==> config.mk <==
export PLATFORM = sky130hd
export DESIGN_NAME = debounce_multi_flat
export DESIGN_NICKNAME = d
export VERILOG_FILES = /design/src/rtl/debounce_multi_if.sv /design/src/rtl/debounce_multi.sv /design/src/flat_wrapper.sv
export SDC_FILE = /design/constraint.sdc
export NUM_CORES = 1
export LEC_CHECK = 0
export ABC_AREA = 1
export BUFFER_PORTS_ARGS = -buffer_cell sky130_fd_sc_hd__clkbuf_2
export CORE_ASPECT_RATIO = 0.7
export CORE_MARGIN = 2
export CORE_UTILIZATION = 41
export DETAILED_ROUTE_END_ITERATION = 16
export HOLD_SLACK_MARGIN = 0.1
export PLACE_DENSITY_LB_ADDON = 0.2
export SYNTH_ARGS = -nofsm -noshare
export SYNTH_HDL_FRONTEND = slang
export SYNTH_SLANG_ARGS = --single-unit
==> constraint.sdc <==
create_clock -name CLK -period 1.75 [get_ports CLK]
set_input_delay 0.175 -clock CLK [delete_from_list [all_inputs] [get_ports CLK]]
set_output_delay 0.175 -clock CLK [all_outputs]
set_load 0.01 [all_outputs]
==> src/rtl/debounce_multi_if.sv <==
`default_nettype none
// ---------------------------------------------------------------------------
// Module  : debounce_multi_if
// Brief   : Button bus between raw keypad inputs and the conditioned outputs.
// Revision: 1.0 - initial release
// ---------------------------------------------------------------------------
interface debounce_multi_if #(
  parameter int N_BTN = 4
);
  logic [N_BTN-1:0] BTN_IN;
  logic [N_BTN-1:0] BTN_LEVEL;
  logic [N_BTN-1:0] BTN_PRESS;
  logic [N_BTN-1:0] BTN_RELEASE;
  logic [N_BTN-1:0] BTN_REPEAT;
  logic             BTN_ANY;

  modport master (
    output BTN_IN,
    input  BTN_LEVEL, BTN_PRESS, BTN_RELEASE, BTN_REPEAT, BTN_ANY
  );

  modport slave (
    input  BTN_IN,
    output BTN_LEVEL, BTN_PRESS, BTN_RELEASE, BTN_REPEAT, BTN_ANY
  );
endinterface
`default_nettype wire

==> src/rtl/debounce_multi.sv <==
`default_nettype none
// ---------------------------------------------------------------------------
// Module  : debounce_multi
// Brief   : Per-channel synchroniser, press/release debounce FSM and
//           hold/auto-repeat timer producing one-cycle strobes and a level.
// Revision: 1.0 - initial release
// ---------------------------------------------------------------------------
module debounce_multi #(
  parameter int N_BTN        = 4,
  parameter int DEBOUNCE_CYC = 1000000,
  parameter int HOLD_CYC     = 50000000,
  parameter int REPEAT_CYC   = 10000000,
  parameter bit REPEAT_EN    = 1'b1,
  parameter int DB_W         = 20,
  parameter int RP_W         = 26
) (
  input wire logic         CLK,
  input wire logic         RESET,
  debounce_multi_if.slave  bus
);

  typedef enum logic [1:0] {
    S_IDLE         = 2'd0,
    S_PRESS_WAIT   = 2'd1,
    S_HELD         = 2'd2,
    S_RELEASE_WAIT = 2'd3
  } state_t;

  // The sample that causes entry into a wait state counts as the first stable one.
  localparam logic [DB_W-1:0] c_DB_LOAD   = DB_W'(DEBOUNCE_CYC - 2);
  localparam logic [RP_W-1:0] c_HOLD_LOAD = RP_W'(HOLD_CYC - 1);
  localparam logic [RP_W-1:0] c_RPT_LOAD  = RP_W'(REPEAT_CYC - 1);

  logic [N_BTN-1:0] w_level;
  logic [N_BTN-1:0] w_press;
  logic [N_BTN-1:0] w_release;
  logic [N_BTN-1:0] w_repeat;

  for (genvar i = 0; i < N_BTN; i++) begin : g_ch
    logic            r_sync1;
    logic            r_sync2;
    state_t          r_state;
    state_t          w_next;
    logic [DB_W-1:0] r_dcnt;
    logic            w_dload;
    logic            w_press_ev;
    logic            w_rel_ev;
    logic            r_press_q;
    logic            r_rel_q;
    logic            r_press;
    logic            r_release;
    logic            r_level;

    always_comb begin
      w_next     = r_state;
      w_dload    = 1'b0;
      w_press_ev = 1'b0;
      w_rel_ev   = 1'b0;
      case (r_state)
        S_IDLE: begin
          if (r_sync2) begin
            w_next  = S_PRESS_WAIT;
            w_dload = 1'b1;
          end
        end
        S_PRESS_WAIT: begin
          if (!r_sync2) begin
            w_next = S_IDLE;
          end else if (r_dcnt == '0) begin
            w_next     = S_HELD;
            w_press_ev = 1'b1;
          end
        end
        S_HELD: begin
          if (!r_sync2) begin
            w_next  = S_RELEASE_WAIT;
            w_dload = 1'b1;
          end
        end
        S_RELEASE_WAIT: begin
          if (r_sync2) begin
            w_next = S_HELD;
          end else if (r_dcnt == '0) begin
            w_next   = S_IDLE;
            w_rel_ev = 1'b1;
          end
        end
        default: w_next = S_IDLE;
      endcase
    end

    // Strobes pass through one extra stage so press and level rise together.
    always_ff @(posedge CLK) begin
      if (RESET) begin
        r_sync1   <= 1'b0;
        r_sync2   <= 1'b0;
        r_state   <= S_IDLE;
        r_dcnt    <= '0;
        r_press_q <= 1'b0;
        r_rel_q   <= 1'b0;
        r_press   <= 1'b0;
        r_release <= 1'b0;
        r_level   <= 1'b0;
      end else begin
        r_sync1   <= bus.BTN_IN[i];
        r_sync2   <= r_sync1;
        r_state   <= w_next;
        if (w_dload) begin
          r_dcnt <= c_DB_LOAD;
        end else if (r_dcnt != '0) begin
          r_dcnt <= r_dcnt - DB_W'(1);
        end
        r_press_q <= w_press_ev;
        r_rel_q   <= w_rel_ev;
        r_press   <= r_press_q;
        r_release <= r_rel_q;
        r_level   <= (r_state == S_HELD) || (r_state == S_RELEASE_WAIT);
      end
    end

    assign w_level[i]   = r_level;
    assign w_press[i]   = r_press;
    assign w_release[i] = r_release;

    if (REPEAT_EN) begin : g_rep
      logic [RP_W-1:0] r_rcnt;
      logic            w_rep_ev;
      logic            r_rep_q;
      logic            r_repeat;

      assign w_rep_ev = (r_state == S_HELD) && (r_rcnt == '0);

      // Counts only while HELD, so a release bounce pauses rather than restarts it.
      always_ff @(posedge CLK) begin
        if (RESET) begin
          r_rcnt   <= '0;
          r_rep_q  <= 1'b0;
          r_repeat <= 1'b0;
        end else begin
          r_rep_q  <= w_rep_ev;
          r_repeat <= r_rep_q;
          if (w_press_ev) begin
            r_rcnt <= c_HOLD_LOAD;
          end else if (w_rel_ev) begin
            r_rcnt <= '0;
          end else if (r_state == S_HELD) begin
            r_rcnt <= w_rep_ev ? c_RPT_LOAD : (r_rcnt - RP_W'(1));
          end
        end
      end

      assign w_repeat[i] = r_repeat;
    end else begin : g_norep
      assign w_repeat[i] = 1'b0;
    end
  end

  assign bus.BTN_LEVEL   = w_level;
  assign bus.BTN_PRESS   = w_press;
  assign bus.BTN_RELEASE = w_release;
  assign bus.BTN_REPEAT  = w_repeat;
  assign bus.BTN_ANY     = |(w_press | w_repeat);

endmodule
`default_nettype wire

==> src/flat_wrapper.sv <==
// flat-port wrapper written by rule: the top's interface ports become plain ports
module debounce_multi_flat 
#(
  parameter int N_BTN        = 4,
  parameter int DEBOUNCE_CYC = 1000000,
  parameter int HOLD_CYC     = 50000000,
  parameter int REPEAT_CYC   = 10000000,
  parameter bit REPEAT_EN    = 1'b1,
  parameter int DB_W         = 20,
  parameter int RP_W         = 26
)
  (CLK, RESET, bus_BTN_IN, bus_BTN_LEVEL, bus_BTN_PRESS, bus_BTN_RELEASE, bus_BTN_REPEAT, bus_BTN_ANY);
  debounce_multi_if #(.N_BTN(N_BTN)) bus_i ();
  input wire logic CLK;
  input wire logic RESET;
  input wire logic [$bits(bus_i.BTN_IN)-1:0] bus_BTN_IN;
  output wire logic [$bits(bus_i.BTN_LEVEL)-1:0] bus_BTN_LEVEL;
  output wire logic [$bits(bus_i.BTN_PRESS)-1:0] bus_BTN_PRESS;
  output wire logic [$bits(bus_i.BTN_RELEASE)-1:0] bus_BTN_RELEASE;
  output wire logic [$bits(bus_i.BTN_REPEAT)-1:0] bus_BTN_REPEAT;
  output wire logic [$bits(bus_i.BTN_ANY)-1:0] bus_BTN_ANY;
  assign bus_i.BTN_IN = bus_BTN_IN;
  assign bus_BTN_LEVEL = bus_i.BTN_LEVEL;
  assign bus_BTN_PRESS = bus_i.BTN_PRESS;
  assign bus_BTN_RELEASE = bus_i.BTN_RELEASE;
  assign bus_BTN_REPEAT = bus_i.BTN_REPEAT;
  assign bus_BTN_ANY = bus_i.BTN_ANY;
  debounce_multi #(.N_BTN(N_BTN), .DEBOUNCE_CYC(DEBOUNCE_CYC), .HOLD_CYC(HOLD_CYC), .REPEAT_CYC(REPEAT_CYC), .REPEAT_EN(REPEAT_EN), .DB_W(DB_W), .RP_W(RP_W)) u_core (.CLK(CLK), .RESET(RESET), .bus(bus_i));
endmodule
==> results.txt <==
Pre-CTS WS = -0.0151 ns
Most frequent cells in the layout = 442 x nand2_1, 408 x nor2_1, 228 x dfxtp_1
Flop-to-flop setup slack = 0.1 ns
Adder-cell area share of the yosys netlist = 0.0114
Initial antenna violation count = 0
Tcrit/Tclk final = 0.943
Class of the worst hold path = primary input to flop
Detailed-route wire length per cell = 13.7 um
Routed wire length = 35.5 mm
Most used cell, CP = nand2_1
Bufs on Longest Clock Path = 3
Largest family of logic cells by synthesized area = simple AND/OR/NAND/NOR gates
Cell Chain, Critical Path = inv_1, ha_1, nand2_1, nor2_4, nand2_1, nor2_4, buf_4, o21ai_1, nand3_1, nand2_1, inv_1
CTS root buf = clkbuf_16
Initial DRC count = 1046
# setup viols final = 0
Clock power share = 0.245
Multi-input logic area = 7790 um^2
Final Slew Violations = 0
Largest registers = u_core.g_ch.g_rep.r_rcnt (104), u_core.g_ch.r_dcnt (80)
Seq/Total Area, Yosys = 0.346
Peak VDD IR = 0.000926 V
Crit path max-delay family = simple AND/OR/NAND/NOR gates
RSZ-0062 raised after global routing = true
Final Hold Viols = 0
Setup crit end kind = flop
Achievable Freq = 0.606 GHz
Complex-gate fraction of the synthesized area = 0.0798
Worst-Skew Late Latency = 0.54 ns
Worst-path maximum fanout = 5
CTS clk-pin slew, worst paths = 0.06 ns
Vias in the first global route = 11500
Nets = 2165
H-tree Lvls = 1
TritonCTS clock tree = built
Worst setup margin = 0.0999 ns
Starting density of the core = 0.420
Share of cells above drive strength 1 = 0.157
Simple-gate share of the synthesized area = 0.442
Reg power frac = 0.293
Clock skew = 0.0214 ns
DRT antenna net count = 0
Gr ovfl total = 0
Die width = 218 um
Die H = 154 um
Post-synth top flop = dfxtp_1
Crit path kind = flop to flop
GP Congestion = 0.923
R2r worst-path depth = 11
Register area = 4560 um^2
Clock sinks = 228
Top Ports = 23
Max-Slew Margin vs Limit = 0.706
Synthesized area per cell = 6.48 um^2
Worst EP arrival = 2.14 ns
EDFF count, synth = 0
Via Count = 13100
HPWL Detailed = 26.0 mm
Largest net degree at the start of global routing = 72
Synth warn = 0
PD cells = 1510 nW/um^2
Critical path buffer and inverter count = 3
Hold Path Depth = 3
Die area = 33600 um^2
Leakage = 7.49 nW
DRC viols = 0
First-pass GRT wire length = 58.6 mm
Vias per cell = 5.07
GRT Overall Usage = 0.209
DR pass1 iterations = 5
Run status = finished clean
Slowest-stage cell, CP = dfxtp_1
Port Buffer Count = 22
Commonest non-fill, non-tap cell in the layout = nand2_1
Worst stage delay on the critical path = 0.32 ns
# diodes = 0
Sw Ratio = 0.420
Startpoint Class = flop
Cell-internal power = 13.7 mW
Row count = 54
Synthesized area = 13200 um^2
Syn_nets = 2053
Worst slew pin tran = 0.440 ns
Max FFs per register = 104
Most flops, register = u_core.g_ch.g_rep.r_rcnt
Num CTS Buffers = 25
Post-synthesis xor/xnor area fraction = 0.0379
Logic pwr share = 0.462
Mux share of post-synthesis cell area = 0
Psw = 9.89 mW
Synth cell types = 47
Area Growth Syn to Fin = 18.6%
Required @ worst endpoint = 2.24 ns
Min Hold Slack = 0.126 ns
Max-cap viol count = 0
CORE AREA = 31400 um^2
Crit. path cell count = 11
Number of fill cells in the layout = 3192
Synth Register Bits = 228
Fin crit period = 1.65 ns
Cells after Synth = 2035
Async SR Flop Fraction = 0
## per-layer routing
metal / vias up / global-route usage / share of wire
met4: 0 / 0.0499 / 0.019
met2: 317 / 0.285 / 0.39
met5: - / 0 / 0
met3: 40 / 0.0338 / 0.056
met1: 5969 / 0.333 / 0.53
li1: 6779 / - / -
## metrics by stage
step	area [um^2]	utilization	std cells	TNS, ns	total power [mW]
finish	15600	0.498	2584	0	23.6
global route	15600	0.498	2584	-0.126	25.4
CTS	15300	0.485	2570	0	23.1
detailed placement	14300	0.456	2521	-0.0575	17.3
global placement	14300	0.456	2521	-0.0115	17.1
floorplan	13200	-	2035	0	14.6
## path summary, 6_finish.rpt
path,startpoint,end
setup / recovery,u_core.g_ch[3].g_rep.r_rcnt[0],u_core.g_ch[3].g_rep.r_rcnt[15]
hold / removal,RESET,u_core.g_ch[1].r_dcnt[4]
setup reg to reg,u_core.g_ch[3].g_rep.r_rcnt[0],u_core.g_ch[3].g_rep.r_rcnt[15]
hold reg to reg,u_core.g_ch[1].g_rep.r_rep_q,u_core.g_ch[1].g_rep.r_repeat
## logic make-up (layout without fill, tap and decap cells)
logic type	count (synthesis)	count (layout)
AO/OA/AOI/OAI	194	194
adder cells (fa/ha/maj)	12	12
buffers and inverters	269	397
AND/OR/NAND/NOR	1275	1276
XOR/XNOR	57	57
flip-flops	228	228
## worst reg2reg max path, cell delays in order, from the launching register on
cell and delay (ns):
dfxtp_1 0.32, inv_1 0.07, ha_1 0.20, nand2_1 0.12, nor2_4 0.17, nand2_1 0.11, nor2_4 0.20, buf_4 0.16
o21ai_1 0.07, nand3_1 0.08, nand2_1 0.05, inv_1 0.05
## power by group through the flow
stage               clock network, mW  logic [mW]  registers (mW)
CTS                              5.92        10.4            6.86
detailed placement                  0        10.3            6.97
floorplan                           0        7.80            6.80
global route                     6.14        12.2            7.03
global placement                    0        10.2            6.95
finish                           5.77        10.9            6.91
## area by class of cell
type | count | share of cell area
Multi-Input combinational cell | 1539 | 0.498
Sequential cell | 228 | 0.292
Timing Repair Buffer | 139 | 0.0688
Inverter | 214 | 0.0513
Clock buffer | 35 | 0.0456
Tap cell | 420 | 0.0336
Clock inverter | 9 | 0.0109
## cell usage after synthesis (27+ instances only)
cell type,instances,area [um^2]
nor2_1,428,1610
inv_1,190,713
nor2_2,33,206
xor2_1,40,350
clkbuf_1,27,101
a21oi_1,109,546
nand4_1,49,307
nor3_1,33,165
o21ai_0,36,180
nand2_1,448,1680
dfxtp_1,228,4560
nand3_1,186,931
## what timing repair did
action | 4_1_cts | 5_1_grt
gates cloned | 0 | 1
setup endpoints to repair | 5 | 111
pin swaps | 1 | 14
buffers inserted | 1 | 13
hold buffers | 4 | 0
hold endpoints to repair | 4 | 0
resized for setup | 1 | 62
No activity file was read; power rests on OpenSTA's default activity.
